===== src/rtl/screen_sequencer.sv =====
// Multiplexes NUM_SCREENS VGA streams onto one registered output, switching at frame
// boundaries with BLANK_FRAMES black frames. Define SCREEN_FADE_EN for fade-out/fade-in instead.
module screen_sequencer #(
  parameter int NUM_SCREENS  = 4,
  parameter int SEL_W        = $clog2(NUM_SCREENS),
  parameter int INIT_SCREEN  = 0,
  parameter int BLANK_FRAMES = 2,
  parameter int CNT_W        = 11,
  parameter int RGB_W        = 12
) (
  input  logic                         clk,
  input  logic                         rst,
  input  logic                         req_valid,
  input  logic [SEL_W-1:0]             req_screen,
  output logic                         req_ready,
  output logic                         req_err,
  output logic                         busy,
  output logic [SEL_W-1:0]             cur_screen,
  input  logic                         frame_vsync,
  input  logic [NUM_SCREENS*CNT_W-1:0] in_hcount,
  input  logic [NUM_SCREENS*CNT_W-1:0] in_vcount,
  input  logic [NUM_SCREENS-1:0]       in_hsync,
  input  logic [NUM_SCREENS-1:0]       in_vsync,
  input  logic [NUM_SCREENS-1:0]       in_hblnk,
  input  logic [NUM_SCREENS-1:0]       in_vblnk,
  input  logic [NUM_SCREENS*RGB_W-1:0] in_rgb,
  output logic [CNT_W-1:0]             out_hcount,
  output logic [CNT_W-1:0]             out_vcount,
  output logic                         out_hsync,
  output logic                         out_vsync,
  output logic                         out_hblnk,
  output logic                         out_vblnk,
  output logic [RGB_W-1:0]             out_rgb
);
  typedef struct packed {
    logic [CNT_W-1:0] hcount;
    logic [CNT_W-1:0] vcount;
    logic             hsync;
    logic             vsync;
    logic             hblnk;
    logic             vblnk;
    logic [RGB_W-1:0] rgb;
  } pix_t;

`ifdef SCREEN_FADE_EN
  typedef enum logic [1:0] {IDLE, ARMED, BLANK, FADE_IN} state_t;
`else
  typedef enum logic [1:0] {IDLE, ARMED, BLANK} state_t;
`endif

  localparam logic [3:0] LAST = 4'(BLANK_FRAMES == 0 ? 0 : BLANK_FRAMES - 1);

  pix_t [NUM_SCREENS-1:0] ch;
  pix_t                   sel;
  state_t                 state;
  logic [SEL_W-1:0]       pending;
  logic [3:0]             fcnt;
  logic                   vs_q, bnd;
  logic [RGB_W-1:0]       rgb_n;

  for (genvar i = 0; i < NUM_SCREENS; i++) begin : g_ch
    assign ch[i] = {in_hcount[i*CNT_W +: CNT_W], in_vcount[i*CNT_W +: CNT_W],
                    in_hsync[i], in_vsync[i], in_hblnk[i], in_vblnk[i],
                    in_rgb[i*RGB_W +: RGB_W]};
  end

  always_comb begin
    sel = '0;
    for (int i = 0; i < NUM_SCREENS; i++)
      if (cur_screen == SEL_W'(i)) sel = ch[i];
  end

  assign req_ready = (state == IDLE);
  assign busy      = (state != IDLE);

  // bnd is a registered rising-edge strobe: high the cycle after vsync is first sampled high
  always_ff @(posedge clk or negedge rst)
    if (!rst) begin
      vs_q <= 1'b0;
      bnd  <= 1'b0;
    end else begin
      vs_q <= frame_vsync;
      bnd  <= frame_vsync & ~vs_q;
    end

  always_ff @(posedge clk or negedge rst)
    if (!rst) begin
      state      <= IDLE;
      cur_screen <= SEL_W'(INIT_SCREEN);
      pending    <= '0;
      fcnt       <= '0;
      req_err    <= 1'b0;
    end else begin
      req_err <= 1'b0;
      case (state)
        IDLE: if (req_valid) begin
          if (32'(req_screen) >= NUM_SCREENS) req_err <= 1'b1;
          else if (req_screen != cur_screen) begin
            pending <= req_screen;
            state   <= ARMED;
          end
        end
        ARMED: if (bnd) begin
          if (BLANK_FRAMES == 0) begin
            cur_screen <= pending;
            state      <= IDLE;
          end else begin
            fcnt  <= '0;
            state <= BLANK;
          end
        end
        BLANK: if (bnd) begin
          if (fcnt == LAST) begin
            cur_screen <= pending;
            fcnt       <= '0;
`ifdef SCREEN_FADE_EN
            state      <= FADE_IN;
`else
            state      <= IDLE;
`endif
          end else fcnt <= fcnt + 4'd1;
        end
`ifdef SCREEN_FADE_EN
        FADE_IN: if (bnd) begin
          if (fcnt == LAST) begin
            fcnt  <= '0;
            state <= IDLE;
          end else fcnt <= fcnt + 4'd1;
        end
`endif
        default: state <= IDLE;
      endcase
    end

`ifdef SCREEN_FADE_EN
  localparam int CW = RGB_W / 3;
  logic [4:0] rem;
  assign rem = 5'(BLANK_FRAMES) - {1'b0, fcnt};

  function automatic logic [RGB_W-1:0] dim(input logic [RGB_W-1:0] c, input logic [2:0] s);
    dim = '0;
    for (int k = 0; k < 3; k++) dim[k*CW +: CW] = c[k*CW +: CW] >> s;
  endfunction
`endif

  always_comb begin
    rgb_n = sel.rgb;
`ifdef SCREEN_FADE_EN
    // fade-out shifts by min(k+1,4); fade-in mirrors it, min(BLANK_FRAMES-k,4)
    if (state == BLANK) rgb_n = dim(sel.rgb, (fcnt >= 4'd3) ? 3'd4 : 3'(fcnt + 4'd1));
    else if (state == FADE_IN) rgb_n = dim(sel.rgb, (rem >= 5'd4) ? 3'd4 : rem[2:0]);
`else
    if (state == BLANK) rgb_n = '0;
`endif
  end

  always_ff @(posedge clk or negedge rst)
    if (!rst) begin
      out_hcount <= '0;
      out_vcount <= '0;
      out_hsync  <= 1'b0;
      out_vsync  <= 1'b0;
      out_hblnk  <= 1'b0;
      out_vblnk  <= 1'b0;
      out_rgb    <= '0;
    end else begin
      out_hcount <= sel.hcount;
      out_vcount <= sel.vcount;
      out_hsync  <= sel.hsync;
      out_vsync  <= sel.vsync;
      out_hblnk  <= sel.hblnk;
      out_vblnk  <= sel.vblnk;
      out_rgb    <= rgb_n;
    end
endmodule


===== config.mk =====
export PLATFORM = sky130hd
export DESIGN_NAME = screen_sequencer
export DESIGN_NICKNAME = d
export VERILOG_FILES = /design/src/rtl/screen_sequencer.sv
export SDC_FILE = /design/constraint.sdc
export NUM_CORES = 1
export LEC_CHECK = 0
export CORE_MARGIN = 2
export CORE_UTILIZATION = 34
export DETAILED_ROUTE_END_ITERATION = 10
export MAX_ROUTING_LAYER = met4
export PLACE_DENSITY = 0.83
export SYNTH_ARGS = -nofsm -noshare
export SYNTH_HDL_FRONTEND = slang
export SYNTH_SLANG_ARGS = --single-unit

===== constraint.sdc =====
create_clock -name clk -period 1.8 [get_ports clk]
set_input_delay 0.36 -clock clk [delete_from_list [all_inputs] [get_ports clk]]
set_output_delay 0.36 -clock clk [all_outputs]
set_load 0.005 [all_outputs]

**Word-level counts from Yosys, hierarchy flattened**

Cells that the tools add are included.

- Register bits after elaboration: 50
- Latch bits: 0
- Memory bits (writable): 0
- ROM bits: 0
- Input port bits: 158
- Output and inout port bits: 43
- Logic and storage cells: 51
- Memories kept: 0

- Add/subtract/negate cells: 1
- $mul: 0
- Divide/modulo/power cells: 0
- Magnitude comparators: 0
- Equal/unequal tests: 12
- Shifts and indexed selects: 0
- Mux-type cells: 15
- Bitwise gates (word level): 2
- Reductions and logical operators: 8

Operators by type and width:

| cell | count |
|---|---|
| 38-bit 2-to-1 mux | 4 |
| 12-bit 2-to-1 mux | 1 |
| 4-bit 2-to-1 mux | 3 |
| 2-bit 2-to-1 mux | 5 |
| 3-bit AND reduction | 3 |
| 2-bit inequality test (second input constant) | 4 |
| 4-bit case mux with 2 select lines | 1 |
| 2-bit == test (second input constant) | 3 |
| 2-bit case mux with 3 select lines | 1 |
| 5-bit AND reduction | 1 |
| 4-bit by 1-bit adder with 4-bit output (second input constant) | 1 |
| 2-bit by 1-bit == test with 1-bit output (second input constant) | 2 |
| 4-bit by 1-bit == test with 1-bit output (second input constant) | 1 |
| 2-bit zero test | 2 |
| 2-bit nonzero test | 2 |
| 2-bit by 1-bit inequality test with 1-bit output (second input constant) | 1 |
| 2-bit inequality test | 1 |
| 1-bit bitwise AND | 1 |
| 1-bit inverter | 1 |

**Longest topological paths before layout**

- Word-level depth: 6
- Gate-level depth with buffers: 5
- Mapped depth without buffers: 5

**Least setup slack after synthesis**

No wires, ideal clock.

- Kind: reg-to-reg
- Start: register fcnt[1]
- End: register cur_screen[1]
- Library setup time: 0.127 ns
- Data arrival time: 1.442 ns
- Data required time: 1.673 ns
- Setup slack: 0.230 ns
- Stages on the path, launching flop included: 6
- Buffers on the path: 0
- Period minus slack after synthesis: 1.570 ns
- Cell sequence: dfrtp_1 > inv_1 > ha_1 > nor3b_2 > or3b_1 > mux2_1

- Cells in the longest elaborated chain, start to end: 2

Ends and longest elaborated chain:

| what | RTL line | text |
|---|---|---|
| start, declared | 57 | `logic [3:0] fcnt;` |
| start signal, assigned | 121 | `end else fcnt <= fcnt + 4'd1;` |
| 4-bit by 1-bit == test with 1-bit output | 113 | `if (fcnt == LAST) begin` |
| 3-bit AND reduction (no source line) | n/a |  |
| end signal, assigned | 89 | `cur_screen <= SEL_W'(INIT_SCREEN);` |
| end signal, assigned | 105 | `cur_screen <= pending;` |
| end signal, assigned | 114 | `cur_screen <= pending;` |
| end, declared | 18 | `output logic [SEL_W-1:0] cur_screen,` |

No other way between the ends.
A chain may end at the register's enable or synchronous reset.

**Worst setup path after layout**

- Start: register state[1]
- End: output port busy

- Cells in the longest elaborated chain, start to end: 1

Ends and longest elaborated chain:

| what | RTL line | text |
|---|---|---|
| start, declared | 55 | `state_t state;` |
| start signal, assigned | 88 | `state <= IDLE;` |
| start signal, assigned | 100 | `state <= ARMED;` |
| start signal, assigned | 106 | `state <= IDLE;` |
| 2-bit nonzero test | 74 | `assign busy = (state != IDLE);` |
| end, declared | 17 | `output logic busy,` |

No other way between the ends.

==> results_dict.tcl <==
set metrics [dict create \
    run_status "complete, no violations" \
    wire_per_inst_um 17.1 \
    final-instance-count-excl-fill 462 \
    maxCapViolCount 0 \
    cp_cell_sequence "nor2_4 > inv_1 > clkdlybuf4s50_1" \
    synth_area_mm2 0.00258 \
    synth_edf_count 0 \
    gp_congestion 0.827 \
    core_mm2 0.00729 \
    cts-htree-levels 2 \
    whs_path_depth 1 \
    area_delta_synth_final_pct 87.8 \
    skew_ps 8.11 \
    initial_core_util_pct 35.3 \
    worstPathMaxFanout 3 \
    io_buffers 199 \
    fin_util_pct 66.4 \
    synth_cell_types 31 \
    reg2reg_from "fcnt[1]" \
    yosys_warnings 0 \
    rows 31 \
    cp.arrival_ps 1360 \
    cp_data_required_time_ps 1440 \
    min_path_type "flop to flop" \
    min_to "bnd" \
    dieArea_mm2 0.00829 \
    wirelength_mm 7.88 \
    start_kind "flop" \
    cp_num_buf_inv 2 \
    via_per_inst 4.84 \
    dp_cells 451 \
    fin_crit_sh_pct 95.4 \
    die_w_um 91.0 \
    total_power_mw 4.26 \
    grt_usage_pct 19.7 \
    fin_setup_tns_ps 0 \
    crit_family "buffers and inverters" \
    drc 0 \
    period_minus_slack_ps 1720 \
    r2r-end "cur_screen[1]" \
    die_h_um 91.0 \
    yosys.area.top_type "dfrtp_1" \
    clock_sinks 50 \
    vias 2236 \
    dr.pass1.iters 3 \
    setup_viol 0 \
    yosys_most_used_dff "dfrtp_1" \
    rrSetupSlack_ps 100 \
    num_antenna_cells 0 \
    netlist_top_cells_count "dfrtp_1 (50), mux4_2 (38), and2_1 (12)" \
    antenna_left 0 \
    drive_gt1_share_pct 17.6 \
    postPlaceCellArea_mm2 0.00470 \
    rsz0062_at_grt "false" \
    cts_root_buf "clkbuf_8" \
    cts_tree "built" \
    first_iter_violations 52 \
    nNetsFinal 522 \
    syn_nets 317 \
    slew_violations 0 \
    ys_ff_latch 50 \
    max_freq_mhz 582 \
    synth_area_leaders "dfrtp_1 (49%), mux4_2 (33%), and2_1 (2.9%)" \
    cts_buffer_depth 2 \
    min_from "vs_q" \
    grt_max_degree 25 \
    async_flop_share_pct 100 \
    yosysMostFrequentCell "dfrtp_1" \
    cpPeakStageDelay_ps 440 \
    p_per_area_mw_per_mm2 880 \
    p_leak_nw 1.87 \
    design_area_mm2 0.00484 \
    numCtsBuffers 5 \
    grt_pass1_wl_mm 12.0 \
    ys_seq_area_share_pct 48.6 \
    overflow 0 \
    peakVddDrop_uv 344 \
    clkTransAtPathRegs_ps 90 \
    slowest_stage "clkdlybuf4s50_1" \
    pin_count 201 \
    synth_top_area_share_pct 48.6 \
    clk_latency_ps 300 \
    antenna_found_initial 0 \
    avgSynthCellArea_um2 16.4 \
    cp-end-kind "primary output" \
    path_class "flop to primary output" \
    grt_pass1_vias 2476 \
    r2r_cells 5 \
    syn_inst 157 \
    place.detailed.hpwl_mm 6.63 \
    finalHoldViolations 0 \
]
flip-flops by register name (all words and copies together), names as in the netlist:
signal and flops:
out_hblnk 1, out_hsync 1, state 2, vs_q 1
pending 2, bnd 1, out_vblnk 1, fcnt 4
out_vcount 11, out_hcount 11, out_vsync 1, cur_screen 2
out_rgb 12
layout by cell type, fill, tap and decap left out, types with 2 or more instances in the layout:
cell type / instances
nand2_1: 4
a21o_1: 2
inv_1: 3
mux2_1: 4
nand3_1: 2
nand2b_1: 2
dfrtp_1: 47
clkbuf_8: 6
nor2b_1: 2
buf_12: 2
o21ai_0: 4
ha_1: 2
xor2_1: 2
a21oi_1: 3
buf_4: 9
and2_1: 12
dfrtp_2: 3
o31ai_1: 2
clkdlybuf4s50_1: 197
mux4_2: 38
through the flow:
stage,setup WS [ps],hold WS (ps)
after global routing,0.165,441
after detailed placement,90.0,313
final,82.3,412
after floorplan,230,64.4
after global placement,149,313
after CTS,7.94,421
cell type report:
class	instances	area [µm²]
tap	99	124
fill	583	2450
clock buffer	6	82.6
sequential	50	1250
inverter	3	11.3
clock inverter	2	12.5
timing repair buffer	211	2110
multi-input combinational	91	1250
worst register-to-register path: stages, from the launching register on:
cell and delay [ps]:
dfrtp_1 420, inv_1 70, ha_1 140, nor3b_4 230, or3b_1 420, mux2_1 320
cell families after synthesis:
family | share of synthesized area [%]
buffers and inverters | 3.59
xor gates and xnor gates | 0.680
DFF | 48.6
other | 0.146
muxes | 35.0
and+or+nand+nor | 6.80
AOI/OAI and AO/OA | 4.27
adders and majority gates | 0.971
timing repair:
action                     CTS  global route
pin swaps                    1             0
hold buffers                 1             0
setup endpoints to repair    2             4
hold endpoints to repair    14             0
setup buffers                1             1
resized for setup            1             4
report_power, final:
part           switching, mW  total, mW  internal [mW]
registers              0.144       1.57           1.43
logic                  0.674       2.01           1.33
clock network          0.369      0.679          0.309
total                   1.19       4.26           3.07
worst max-delay path by stage:
stage	slack, ps	cells past startpoint	from	end
after floorplan	230	5	fcnt[1]	cur_screen[1]
after global placement	150	4	req_screen[1]	pending[1]
after detailed placement	90	4	req_screen[0]	pending[0]
after CTS	8	2	state[0]	req_ready
after global routing	0.2	5	fcnt[1]	cur_screen[0]
final	80	3	state[1]	busy
layer usage:
metal / part of all wire (%) / up-vias / wire length (µm) / global-route usage, %
met5: 0 / - / 0 / -
met4: 1.7 / 0 / 136 / 6.57
met3: 5.7 / 10 / 449 / 4.90
met2: 58 / 96 / 4540 / 36.0
met1: 35 / 1115 / 2760 / 20.7
li1: - / 1015 / - / -
Note: power is estimated with default switching activity, not from simulation.
